<file path="src/rtl/prog_loader_pkg.sv">
// Shared types and constants for the program loader and its memory.
package lib_loader;

    // Loader FSM states.
    typedef enum logic [2:0] {IDLE, LOAD, CHECK, RUN, ERROR} LD_STATE;

    // Frame start byte.
    localparam logic [7:0] HDR_BYTE = 8'hA5;

    // Instruction slots, fixed by the 4-bit CPU instruction pointer.
    localparam int N_INSN = 16;

    // Running checksum step: 8-bit sum that wraps modulo 256.
    function automatic logic [7:0] chk_add(input logic [7:0] sum, input logic [7:0] b);
        return sum + b;
    endfunction

endpackage

</file>
<file path="src/rtl/prog_loader_mem.sv">
// 16x8 program memory: one synchronous write port for the loader and one
// combinational read port for the CPU fetch path. Cleared by reset so no
// stale image survives a reset.
module prog_mem
    import lib_loader::*;
#(
    parameter int DEPTH = N_INSN,
    parameter int AW    = $clog2(DEPTH)
) (
    input  logic          clk,
    input  logic          rst_n,
    input  logic          we,
    input  logic [AW-1:0] waddr,
    input  logic [7:0]    wdata,
    input  logic [AW-1:0] raddr,
    output logic [7:0]    rdata
);

    logic [7:0] mem_q [DEPTH];
    logic [7:0] mem_d [DEPTH];

    // Next memory contents: the addressed slot takes the write data.
    always_comb begin
        mem_d = mem_q;
        if (we) begin
            mem_d[waddr] = wdata;
        end
    end

    // Register array, asynchronously cleared to all zeros.
    always_ff @(posedge clk or negedge rst_n) begin
        if (!rst_n) begin
            for (int i = 0; i < DEPTH; i++) begin
                mem_q[i] <= 8'h00;
            end
        end else begin
            mem_q <= mem_d;
        end
    end

    assign rdata = mem_q[raddr];

endmodule

</file>
<file path="src/rtl/prog_loader.sv">
// Byte-stream program loader. Receives HDR, 16 instruction bytes and a
// checksum over a valid/ready byte port, writes the image into program
// memory in place and releases the CPU only once the checksum matches.
//
// Handshake: a byte transfers on a rising edge where rx_valid && rx_ready;
// the source holds rx_data stable while rx_valid is high and the byte has
// not yet transferred. rx_ready drops only for the single CHECK cycle.
module prog_loader
    import lib_loader::*;
#(
    parameter logic [7:0] HDR   = HDR_BYTE,
    parameter int         DEPTH = N_INSN
) (
    input  logic       clk,
    input  logic       rst_n,
    input  logic [7:0] rx_data,
    input  logic       rx_valid,
    output logic       rx_ready,
    input  logic [3:0] rom_addr,
    output logic [7:0] rom_data,
    output logic       cpu_rst_n,
    output logic       loaded,
    output logic       err,
    output LD_STATE    dbg_state
);

    localparam int         AW       = $clog2(DEPTH);
    localparam logic [4:0] CNT_FULL = 5'(DEPTH);

    LD_STATE    state_q, state_d;
    logic [4:0] cnt_q, cnt_d;
    logic [7:0] sum_q, sum_d;
    logic [7:0] chk_q, chk_d;
    logic       rx_ready_q, rx_ready_d;
    logic       cpu_rst_n_q, cpu_rst_n_d;
    logic       loaded_q, loaded_d;
    logic       err_q, err_d;

    logic          accept;
    logic          mem_we;
    logic [AW-1:0] mem_waddr;

    assign accept = rx_valid && rx_ready_q;

    // Next-state logic; outputs are derived from the next state so they
    // change on the same edge as the state (cpu_rst_n falls on the HDR edge).
    always_comb begin
        state_d   = state_q;
        cnt_d     = cnt_q;
        sum_d     = sum_q;
        chk_d     = chk_q;
        mem_we    = 1'b0;
        mem_waddr = cnt_q[AW-1:0];
        case (state_q)
            IDLE, RUN, ERROR: begin
                // Anything but a header is consumed and dropped here.
                if (accept && rx_data == HDR) begin
                    state_d = LOAD;
                    cnt_d   = 5'd0;
                    sum_d   = 8'h00;
                end
            end
            LOAD: begin
                // Header bytes are ordinary data here, never a resync.
                if (accept) begin
                    if (cnt_q < CNT_FULL) begin
                        mem_we = 1'b1;
                        sum_d  = chk_add(sum_q, rx_data);
                        cnt_d  = cnt_q + 5'd1;
                    end else begin
                        chk_d   = rx_data;
                        state_d = CHECK;
                    end
                end
            end
            CHECK: begin
                state_d = (sum_q == chk_q) ? RUN : ERROR;
            end
            default: begin
                state_d = IDLE;
            end
        endcase
        rx_ready_d  = (state_d != CHECK);
        cpu_rst_n_d = (state_d == RUN);
        loaded_d    = (state_d == RUN);
        err_d       = (state_d == ERROR);
    end

    // FSM, counter, checksum and registered outputs.
    always_ff @(posedge clk or negedge rst_n) begin
        if (!rst_n) begin
            state_q     <= IDLE;
            cnt_q       <= 5'd0;
            sum_q       <= 8'h00;
            chk_q       <= 8'h00;
            rx_ready_q  <= 1'b1;
            cpu_rst_n_q <= 1'b0;
            loaded_q    <= 1'b0;
            err_q       <= 1'b0;
        end else begin
            state_q     <= state_d;
            cnt_q       <= cnt_d;
            sum_q       <= sum_d;
            chk_q       <= chk_d;
            rx_ready_q  <= rx_ready_d;
            cpu_rst_n_q <= cpu_rst_n_d;
            loaded_q    <= loaded_d;
            err_q       <= err_d;
        end
    end

    prog_mem #(.DEPTH(DEPTH), .AW(AW)) u_mem (
        .clk   (clk),
        .rst_n (rst_n),
        .we    (mem_we),
        .waddr (mem_waddr),
        .wdata (rx_data),
        .raddr (rom_addr),
        .rdata (rom_data)
    );

    assign rx_ready  = rx_ready_q;
    assign cpu_rst_n = cpu_rst_n_q;
    assign loaded    = loaded_q;
    assign err       = err_q;
    assign dbg_state = state_q;

endmodule

</file>
<file path="config.mk">
export PLATFORM = sky130hd
export DESIGN_NAME = prog_loader
export DESIGN_NICKNAME = d
export VERILOG_FILES = /design/src/rtl/prog_loader_pkg.sv /design/src/rtl/prog_loader_mem.sv /design/src/rtl/prog_loader.sv
export SDC_FILE = /design/constraint.sdc
export NUM_CORES = 1
export LEC_CHECK = 0
export ABC_AREA = 1
export BUFFER_PORTS_ARGS = -buffer_cell sky130_fd_sc_hd__buf_2
export CELL_PAD_IN_SITES_DETAIL_PLACEMENT = 1
export CELL_PAD_IN_SITES_GLOBAL_PLACEMENT = 1
export CORE_ASPECT_RATIO = 2
export CORE_MARGIN = 1
export CORE_UTILIZATION = 50
export CTS_CLUSTER_SIZE = 28
export DETAILED_ROUTE_END_ITERATION = 6
export GPL_TIMING_DRIVEN = 0
export PLACE_DENSITY_LB_ADDON = 0.1
export SLEW_MARGIN = 20
export SYNTH_ARGS = -nofsm -noshare
export SYNTH_HDL_FRONTEND = slang
export SYNTH_HIERARCHICAL = 1
export SYNTH_SLANG_ARGS = --single-unit
</file>
<file path="constraint.sdc">
create_clock -name clk -period 5.4 [get_ports clk]
set_clock_uncertainty 0.15 [all_clocks]
set_input_delay 1.08 -clock clk [delete_from_list [all_inputs] [get_ports clk]]
set_output_delay 1.08 -clock clk [all_outputs]
set_load 0.03 [all_outputs]
</file>
==> results of run 1 <==
==> report_power, final <==
part           internal (mW)  switching [mW]  total, mW
combinational          0.147           0.312      0.459
sequential              1.21          0.0485       1.26
clock                  0.647           0.508       1.16
==> worst max-delay path by stage <==
stage,cells past startpoint,endpoint,startpoint,slack (ns)
2_1_floorplan,6,rom_data[5],rom_addr[1],2.16
3_3_place_gp,1,sum_q[7]$_DFFE_PN0P_,rst_n,0.72
3_5_place_dp,7,rom_data[4],rom_addr[1],1.39
4_1_cts,7,rom_data[4],rom_addr[1],1.40
5_1_grt,9,rom_data[6],rom_addr[0],1.29
6_report,7,rom_data[4],rom_addr[1],1.34
==> per-stage QoR <==
stage	instance area, um^2	instances	utilization
finish	8880	1304	0.578
floorplan	7900	1047	-
CTS	8880	1304	0.578
detailed placement	8320	1272	0.541
global route	8880	1304	0.578
global placement	8280	1271	0.538
==> final cells by class <==
class	instances	area, um^2
Timing Repair Buffer	27	168
Sequential cell	155	3880
Buffer	51	323
Multi-Input combinational cell	712	3210
Clock inverter	13	123
Fill cell	2002	6490
Inverter	129	484
Clock buffer	19	443
Tap cell	198	248
==> registers in the layout, indices dropped and copies added (netlist names) <==
| name | count |
|---|---|
| dbg_state | 3 |
| loaded | 1 |
| err | 1 |
| cnt_q | 5 |
| chk_q | 8 |
| sum_q | 8 |
| u_mem/mem_q | 128 |
| rx_ready | 1 |
==> cells by family (layout without fill, tap and decap cells) <==
kind of cell | after synthesis | count (layout) | synth area share
buffers and inverters | 180 | 239 | 0.102
and+or+nand+nor | 549 | 549 | 0.286
adders and majority gates | 9 | 9 | 0.0152
AOI/OAI and AO/OA | 142 | 142 | 0.0923
xor gates and xnor gates | 12 | 12 | 0.0133
DFF | 155 | 155 | 0.491
==> cell usage after synthesis <==
| cell | instances |
|---|---|
| buf_6 | 15 |
| o21ai_1 | 9 |
| dfrtp_1 | 154 |
| nor3_1 | 1 |
| nand2_2 | 2 |
| nor2_2 | 4 |
| a21oi_4 | 1 |
| xor2_1 | 2 |
| ha_1 | 8 |
| buf_1 | 1 |
| o21ai_0 | 125 |
| dfstp_2 | 1 |
| nor2_1 | 21 |
| nand3_1 | 115 |
| nand3b_1 | 2 |
| a21oi_1 | 5 |
| buf_2 | 12 |
| nor3_4 | 1 |
| o21ai_2 | 1 |
| xnor2_1 | 10 |
| a21oi_2 | 1 |
| clkbuf_1 | 22 |
| inv_2 | 3 |
| nand3_2 | 1 |
| fa_1 | 1 |
| inv_1 | 126 |
| nand4_1 | 4 |
| buf_4 | 1 |
| or2_2 | 1 |
| nand2_1 | 397 |
==> metal layers <==
metal | GRT usage | vias to the layer above | part of all wire
met5 | 0 | - | 0
met4 | 0.232 | 0 | 0.067
met3 | 0.0453 | 90 | 0.028
met2 | 0.624 | 188 | 0.55
met1 | 0.340 | 3568 | 0.36
li1 | - | 3363 | -
==> worst max-delay path: stages <==
cell      delay (ns)
clkbuf_1        0.29
clkbuf_1        0.61
nand3_1         0.22
nand3_1         0.24
nand3_1         0.10
nand2_1         0.09
buf_2           0.19
==> results.txt, run 1 <==
antenna viol nets, final: 0
Vias/cell: 5.53
drt pass-1 iters: 5
synth warn: 6
vias in the first global route: 7805
area grow syn2layout: 12.4%
hold path depth: 2
clock tree buffer depth: 2
DRT iter0 DRCs: 415
Final Critical Period: 4.06 ns
most frequent cells in the layout: nand2_1 (397), dfrtp_1 (154), inv_1 (126), o21ai_0 (125), nand3_1 (115)
cell accounting for the most synthesized area: dfrtp_1
Post-CTS Setup Repair Bufs: 0
grt total ovfl: 0
Setup Viol. Count Final: 0
Worst R2R End: u_mem/mem_q[11]$_DFFE_PN0P_
Post-Place Worst Slack: 1.39 ns
Critical Path End Type: output pin
most common cell after layout, fill and taps aside: nand2_1
Tot GR Track Use: 0.336
Root Buffer: clkbuf_16
H-tree depth: 4
status: complete, no violations
Worst Tran Pin Value: 0.810 ns
CTS tree: built
first-pass GRT wire length: 41200 um
Cell Area, Synth: 0.00790 mm^2
initial antenna violation count: 0
Rows: 64
syn_nets: 1071
Leak: 4.40 nW
total power: 2.88 mW
clock-pin slew on the worst setup and hold paths: 0.06 ns
Nets: 1117
Synth Instances: 1047
layout cells sized above 1: 0.0922
R2R setup slack: 2.36 ns
register area share after synthesis: 0.491
fmax: 246 MHz
Crit path arrival time: 2.83 ns
die height: 180 um
Inserted Clock Buffers: 17
Final Worst Setup Slack: 1.34 ns
Reg2Reg Launch Point: cnt_q[4]$_DFFE_PN0P_
Max-cap violations: 0
gpl congestion: 0.914
DRC: 0
Worst Reg-to-Reg Cells: 8
hold_ws: 0.334 ns
Routed WL per cell: 19.9 um
worst-path maximum fanout: 10
worst hold path startpoint: u_mem/mem_q[4]$_DFFE_PN0P_
Ports: 30
Hold-fix buffers, CTS: 0
port bufs: 26
Starting Density: 0.514
worst endpoint required time: 4.17 ns
Synth area leaders: dfrtp_1 (49%), nand2_1 (19%), o21ai_0 (7.9%)
final worst-path cycle share: 0.752
clock sinks: 155
RSZ-0062 raised after global routing: false
Hold Path End: u_mem/mem_q[4]$_DFFE_PN0P_
CORE AREA: 0.0154 mm^2
Die X-Extent: 90.9 um
post_cts resized: 0
pwr/cell area: 324 mW/mm^2
# diodes: 0
Avg Cell Area, Syn: 7.55 um^2
Setup crit start kind: primary input
HPWL Detailed: 18600 um
Netlist cell types: 30
final hold violations: 0
total negative setup slack: 0 ns
largest net degree at the start of global routing: 80
flops & latches, synth: 155
later-pin clock latency in the skew report: 0.44 ns
Slew HR: 0.460
via count: 7209
WL final: 25900 um
die area: 0.0163 mm^2
Hold WC Path Type: reg -> reg
maximum vdd drop: 0.242 mV
Crit Path Class: in -> out
Max Slew Vio Count: 0
top cell type's share of synthesized area: 0.488
Power figures use the tool's default switching activity.
==> run 2: changes to the inputs <==
--- a/config.mk
+++ b/config.mk
@@ -5,13 +5,13 @@
 export SDC_FILE = /design/constraint.sdc
 export NUM_CORES = 1
 export LEC_CHECK = 0
-export ABC_AREA = 1
+export ABC_AREA = 0
 export BUFFER_PORTS_ARGS = -buffer_cell sky130_fd_sc_hd__buf_2
 export CELL_PAD_IN_SITES_DETAIL_PLACEMENT = 1
 export CELL_PAD_IN_SITES_GLOBAL_PLACEMENT = 1
 export CORE_ASPECT_RATIO = 2
 export CORE_MARGIN = 1
-export CORE_UTILIZATION = 50
+export CORE_UTILIZATION = 47
 export CTS_CLUSTER_SIZE = 28
 export DETAILED_ROUTE_END_ITERATION = 6
 export GPL_TIMING_DRIVEN = 0
==> constraint.sdc (replaced) <==
create_clock -name clk -period 3.3 [get_ports clk]
set_clock_uncertainty 0.15 [all_clocks]
set_input_delay 0.66 -clock clk [delete_from_list [all_inputs] [get_ports clk]]
set_output_delay 0.66 -clock clk [all_outputs]
set_load 0.03 [all_outputs]
==> run 2 against run 1 <==
- register-to-register slack got worse by 2.1 ns
- clock power increased by 74%
- non-clock buffer count decreased by 20
- synthesized area decreased by 7.1%
- critical path type unchanged
- global-route usage decreased by 9.1 points
- final area decreased by 5.7%
==> results.txt, run 2 <==
flops & latches, synth: 155 (unchanged)
clock-pin slew on the worst setup and hold paths: 0.06 ns (about the same)
die area: 0.0161 mm^2 (-1.2%)
Synth area leaders: dfrtp_1 (53%), mux2_2 (20%), mux4_2 (9.8%)
RSZ-0062 raised after global routing: false
Reg area: 0.00388 mm^2 (unchanged)
H-tree depth: 4 (unchanged)
Crit Path Class: in -> out
CP startpoint: rom_addr[1]
Sw Share: 0.271 (-0.0311)
drt pass-1 iters: 4 (-1)
Met2 Routed Length: 10700 um (-24%)
pwr/cell area: 594 mW/mm^2 (+83%)
Setup Viol. Count Final: 0 (unchanged)
part of the power in registers: 0.439 (about the same)
Netlist cell types: 55 (+83%)
synth warn: 6 (unchanged)
Avg Cell Area, Syn: 14.8 um^2 (+96%)
Root Buffer: clkbuf_16
CTS tree: built
antenna viol nets, final: 0 (unchanged)
Final Critical Period: 3.22 ns
Hold-fix buffers, CTS: 0 (unchanged)
most numerous cell in the Yosys netlist: dfrtp_1
port bufs: 28 (+7.7%)
Largest regs: u_mem/mem_q (128), chk_q (8), sum_q (8)
final hold violations: 0 (unchanged)
register area share after synthesis: 0.529 (+0.0378)
post_cts resized: 0 (unchanged)
grt total ovfl: 0 (unchanged)
synth cell count leaders: dfrtp_1 (154), mux2_2 (128), mux4_2 (32), a22oi_1 (16), nand2_1 (15)
crit-path max cell delay: 0.65 ns (+0.04 ns)
Post-CTS Setup Repair Bufs: 0 (unchanged)
Tot GR Track Use: 0.245 (-0.0912)
# placed instances: 722 (-43%)
area grow syn2layout: 14.2%
Nets: 567 (-49%)
maximum vdd drop: 0.327 mV (+35%)
# diodes: 0 (unchanged)
Vias/cell: 5.82 (+5.3%)
cell accounting for the most synthesized area: dfrtp_1
WL met1: 6330 um (-32%)
Filler cells: 1483 (-26%)
Post-synth EDFFs: 0 (unchanged)
Inserted Clock Buffers: 17 (unchanged)
Max Slew Vio Count: 0 (unchanged)
Die X-Extent: 90.3 um (-0.60%)
HPWL Detailed: 13000 um (-30%)
fmax: 310 MHz
initial antenna violation count: 0 (unchanged)
Routed WL per cell: 23.8 um (+20%)
fin cells: 754 (-42%)
Worst Tran Pin Value: 0.848 ns (+0.0385 ns)
first-pass GRT wire length: 29200 um (-29%)
CORE AREA: 0.0153 mm^2 (-0.52%)
DR top layer: met4
DR WL met3: 309 um (-57%)
part of the power in the clock network: 0.406 (+0.004)
most used cell along the critical path: buf_2
via count: 4389 (-39%)
Crit path arrival time: 2.41 ns (-0.42 ns)
gpl congestion: 0.751 (-18%)
area of the multi-input gates: 0.00331 mm^2 (+2.8%)
Cell Area, Synth: 0.00734 mm^2 (-7.1%)
final worst-path cycle share: 0.977
vias in the first global route: 5155 (-34%)
Starting Density: 0.480 (-0.0342)
most frequent cells in the layout: dfrtp_1 (154), mux2_2 (128), buf_2 (35), mux4_2 (32), clkbuf_16 (17)
layout cells sized above 1: 0.457 (+0.365)
Slew HR: 0.435 (-0.0256)
largest net degree at the start of global routing: 84 (+5.0%)
die height: 179 um (-0.60%)
top cell type's share of synthesized area: 0.525 (+0.0375)
Max-cap violations: 0 (unchanged)
DRT iter0 DRCs: 102 (-75%)
later-pin clock latency in the skew report: 0.42 ns (-0.02 ns)
Ports: 30 (unchanged)
worst endpoint required time: 2.49 ns (-1.68 ns)
Post-synth top flop: dfrtp_1
total negative setup slack: 0 ns (unchanged)
Hold WC Path Type: in -> async
Gate power share: 0.155 (-0.004)
max reg flops: 128 (unchanged)
CP max stage cell: buf_1
syn_nets: 519 (-52%)
post-synthesis async set-or-reset flop share: 1.00 (unchanged)
Setup crit start kind: primary input
Reg2Reg Launch Point: rx_ready$_DFF_PN1_
clock sinks: 155 (unchanged)
Leak: 4.08 nW (-7.4%)
Synth Instances: 495 (-53%)
Int Power: 3.63 mW (+81%)
NetSw: 1.35 mW (+55%)
Rows: 64 (unchanged)
DRC: 0 (unchanged)
most common cell after layout, fill and taps aside: dfrtp_1
Largest Register: u_mem/mem_q
clock tree buffer depth: 2 (unchanged)
status: complete, no violations
Critical Path End Type: output pin
WL final: 17900 um (-31%)
worst-path maximum fanout: 10 (unchanged)
crit-path cells: buf_2 > buf_1 > mux4_2 > a22oi_1 > nand2_1 > buf_2
[run 2: layout make-up]
class / count / share of cell area
timing repair buffer: 29 / 0.0212
sequential: 155 / 0.463
buffer: 29 / 0.0178
clock inverter: 13 / 0.0199
multi-input combinational: 309 / 0.395
clock buffer: 19 / 0.0529
tap: 198 / 0.0296
inverter: 2 / 0.000896
[run 2: per-layer routing]
layer | vias up | track usage
li1 | 1953 | -
met1 | 2344 | 0.246
met2 | 66 | 0.492
met4 | 0 | 0.111
met5 | - | 0
met3 | 26 | 0.0318
[run 2: metrics by stage]
step	total power [mW]	setup WS, ns	hold WS, ns	area, um^2	util
after floorplan	2.73	0.514	0.214	7340	-
after global placement	2.95	-0.758	0.314	7720	0.505
after detailed placement	3.00	-0.159	0.340	7760	0.508
after CTS	5.03	0.0639	0.0734	8370	0.547
after global routing	5.19	0.0195	0.0974	8380	0.548
final	4.98	0.0772	0.0540	8380	0.548
[run 2: cells by family after synthesis]
logic type,after synthesis,share of synthesized area
compound gates,55,0.0563
xor+xnor,12,0.0143
fa+ha+maj,9,0.0164
buf+inv,31,0.0213
flops,155,0.529
mux,169,0.308
simple gates,64,0.0544
[run 2: worst paths after layout]
| path | endpoint | slack, ns | cells past startpoint |
|---|---|---|---|
| max in group asynchronous | u_mem/mem_q[16]$_DFFE_PN0P_ | 2.12 | 2 |
| min in group clk | u_mem/mem_q[111]$_DFFE_PN0P_ | 0.36 | 1 |
| setup / recovery | rom_data[1] | 0.08 | 6 |
| setup reg to reg | u_mem/mem_q[76]$_DFFE_PN0P_ | 0.29 | 6 |
| hold / removal | u_mem/mem_q[123]$_DFFE_PN0P_ | 0.05 | 1 |
| hold reg to reg | u_mem/mem_q[111]$_DFFE_PN0P_ | 0.36 | 1 |
[run 2: critical path, delay by kind of cell]
kind / cells / cell delay [ns]
buffers and inverters: 3 / 0.97
AO/OA/AOI/OAI: 1 / 0.25
multiplexers: 1 / 0.43
AND/OR/NAND/NOR: 1 / 0.09
[run 2: power by group through the flow]
stage | registers, mW | logic [mW] | clock network [mW]
2_1_floorplan | 2.17 | 0.555 | 0
3_3_place_gp | 2.20 | 0.743 | 0
3_5_place_dp | 2.22 | 0.781 | 0
4_1_cts | 2.18 | 0.788 | 2.06
5_1_grt | 2.21 | 0.854 | 2.13
6_report | 2.18 | 0.772 | 2.02
==> run 3: changes to the inputs <==
--- a/config.mk
+++ b/config.mk
@@ -5,13 +5,13 @@
 export SDC_FILE = /design/constraint.sdc
 export NUM_CORES = 1
 export LEC_CHECK = 0
-export ABC_AREA = 0
+export ABC_AREA = 1
 export BUFFER_PORTS_ARGS = -buffer_cell sky130_fd_sc_hd__buf_2
 export CELL_PAD_IN_SITES_DETAIL_PLACEMENT = 1
 export CELL_PAD_IN_SITES_GLOBAL_PLACEMENT = 1
 export CORE_ASPECT_RATIO = 2
 export CORE_MARGIN = 1
-export CORE_UTILIZATION = 47
+export CORE_UTILIZATION = 42
 export CTS_CLUSTER_SIZE = 28
 export DETAILED_ROUTE_END_ITERATION = 6
 export GPL_TIMING_DRIVEN = 0
==> run 3 against run 2 <==
- clock-buffer cell count unchanged
- register-to-register slack improved by 0.14 ns
- utilization fell by 6.3 points
- wire length grew 44%
- fmax rose by 1.1%
- critical path depth grew 4
- hold slack worse by 0.044 ns
- flip-flop and latch count stayed put
- largest cell class unchanged
- die area grew 20%
- critical endpoint is now rom_data[6]
- cell count up 75%
- clock power is 4% lower
- final area rose by 6.5%
==> results.txt, run 3 (synthesis results as in run 1) <==
most common cell after layout, fill and taps aside: nand2_1
HPWL Detailed: 19400 um (+49%)
maximum vdd drop: 0.371 mV (+14%)
H-tree depth: 4 (unchanged)
hold_ws: 0.00973 ns (-0.0442 ns)
Hold WC Path Type: in -> async
Critical Path End Type: output pin
CP max stage cell: clkbuf_1
final hold violations: 0 (unchanged)
Vias/cell: 5.28 (-9.3%)
CTS tree: built
delay-heaviest family, CP: buffers and inverters
final worst-path cycle share: 0.966 (-0.0109)
Max-cap violations: 0 (unchanged)
DRC: 0 (unchanged)
placed cell area: 0.00834 mm^2 (+7.4%)
crit path buf inv count: 4 (+1)
DRT iter0 DRCs: 259 (+150%)
WL final: 25800 um (+44%)
Largest Register: u_mem/mem_q
Largest regs: u_mem/mem_q (128), chk_q (8), sum_q (8)
crit-path cells: buf_2 > inv_2 > clkbuf_1 > nand2_1 > nand2_1 > nand2_1 > nand3_1 > nand3_1 > nand2_1 > buf_2
clock sinks: 155 (unchanged)
first-pass GRT wire length: 40700 um (+39%)
Rows: 70 (+9.4%)
area grow syn2layout: 12.9%
Ports: 30 (unchanged)
CORE AREA: 0.0184 mm^2 (+20%)
largest net degree at the start of global routing: 81 (-3.6%)
antenna viol nets, final: 0 (unchanged)
Nets: 1117 (+97%)
clock-pin slew on the worst setup and hold paths: 0.06 ns (about the same)
Worst Tran Pin Value: 0.762 ns (-0.0863 ns)
Max Slew Vio Count: 0 (unchanged)
Routed WL per cell: 19.5 um (-18%)
total power: 4.74 mW (-4.7%)
# diodes: 0 (unchanged)
die area: 0.0194 mm^2 (+20%)
Leak: 4.40 nW (+7.9%)
RSZ-0062 raised after global routing: false
worst endpoint required time: 2.49 ns (about the same)
R2R setup slack: 0.43 ns (+0.14 ns)
Inserted Clock Buffers: 17 (unchanged)
drt pass-1 iters: 4 (unchanged)
Hold-fix buffers, CTS: 0 (unchanged)
later-pin clock latency in the skew report: 0.43 ns (about the same)
status: complete, no violations
Setup Viol. Count Final: 0 (unchanged)
Root Buffer: clkbuf_16
fin area: 0.00892 mm^2 (+6.5%)
fmax: 314 MHz (+1.1%)
port bufs: 26 (-7.1%)
grt total ovfl: 0 (unchanged)
post_cts resized: 0 (unchanged)
Final Critical Period: 3.19 ns (-0.0360 ns)
max reg flops: 128 (unchanged)
clock tree buffer depth: 2 (unchanged)
most frequent cells in the layout: nand2_1 (397), dfrtp_1 (154), inv_1 (126), o21ai_0 (125), nand3_1 (115)
die height: 196 um (+9.7%)
initial antenna violation count: 0 (unchanged)
crit-path max cell delay: 0.53 ns (-0.12 ns)
gpl congestion: 0.946 (+26%)
Tot GR Track Use: 0.287 (+0.0416)
Starting Density: 0.430 (-0.0501)
pwr/cell area: 532 mW/mm^2 (-11%)
Post-CTS Setup Repair Bufs: 0 (unchanged)
layout cells sized above 1: 0.0913 (-0.366)
vias in the first global route: 7430 (+44%)
Crit path arrival time: 2.38 ns (-0.03 ns)
most used cell along the critical path: nand2_1
Crit Path Class: in -> out
via count: 6982 (+59%)
Die X-Extent: 99.0 um (+9.6%)
worst-path maximum fanout: 10 (unchanged)
Setup crit start kind: primary input
Slew HR: 0.492 (+0.0575)
## run 3: cell count changes in the layout (fill, tap and decap cells not counted), sizes merged, moves of 10 or more
cell,previous run,this run
nand2,16,399
mux2,137,0
inv,4,130
o21ai,10,135
nand3,1,116
mux4,32,0
a22oi,16,0
clkbuf,30,41
nor2,15,25
## run 3: where the power goes
group          total [mW]  internal (mW)  switching [mW]  leakage [nW]
clock network        1.94           1.12           0.823         0.262
logic               0.736          0.240           0.496          1.99
registers            2.07           1.99          0.0796          2.15
## run 3: layer usage
metal  up-vias  part of all wire  GRT usage
met5         -                 0          0
met4         0             0.059      0.174
met3        56             0.026     0.0428
met2       128              0.56      0.555
met1      3437              0.35      0.278
li1       3361                 -          -
## run 3: worst paths after layout
path / startpoint / to / depth (start not counted)
max reg2reg: cnt_q[4]$_DFFE_PN0P_ / u_mem/mem_q[77]$_DFFE_PN0P_ / 9
max in group asynchronous: rst_n / rx_ready$_DFF_PN1_ / 2
max: rom_addr[0] / rom_data[6] / 10
min: rst_n / u_mem/mem_q[87]$_DFFE_PN0P_ / 1
min in group clk: rx_data[0] / chk_q[0]$_DFFE_PN0P_ / 3
min reg2reg: u_mem/mem_q[59]$_DFFE_PN0P_ / u_mem/mem_q[59]$_DFFE_PN0P_ / 2
## run 3: cell type report
class | count | area [um^2]
inverters | 129 | 484
multi-input cells | 712 | 3220
repair buffers | 27 | 168
well taps | 216 | 270
clock inverters | 13 | 145
clock buffers | 19 | 433
plain buffers | 51 | 323
flip-flops and latches | 155 | 3880
fillers | 2351 | 9470
## run 3: worst reg2reg max path, cell delays in order, from the launching register on
cell	delay, ns
dfrtp_1	0.40
inv_1	0.15
nand4_1	0.26
nor2_4	0.45
nand2_1	0.10
nor2_1	0.47
nand2_1	0.36
buf_6	0.25
nand2_1	0.06
o21ai_0	0.08
## run 3: metrics by stage
step                      TNS [ns]  cells  setup WS (ns)  utilization
after detailed placement         0   1290          0.130        0.453
after global routing             0   1322         0.0109        0.485
after floorplan                  0   1047          0.899            -
final                            0   1322          0.113        0.485
after global placement     -158.74   1289          -1.05        0.451
after CTS                        0   1322          0.118        0.485
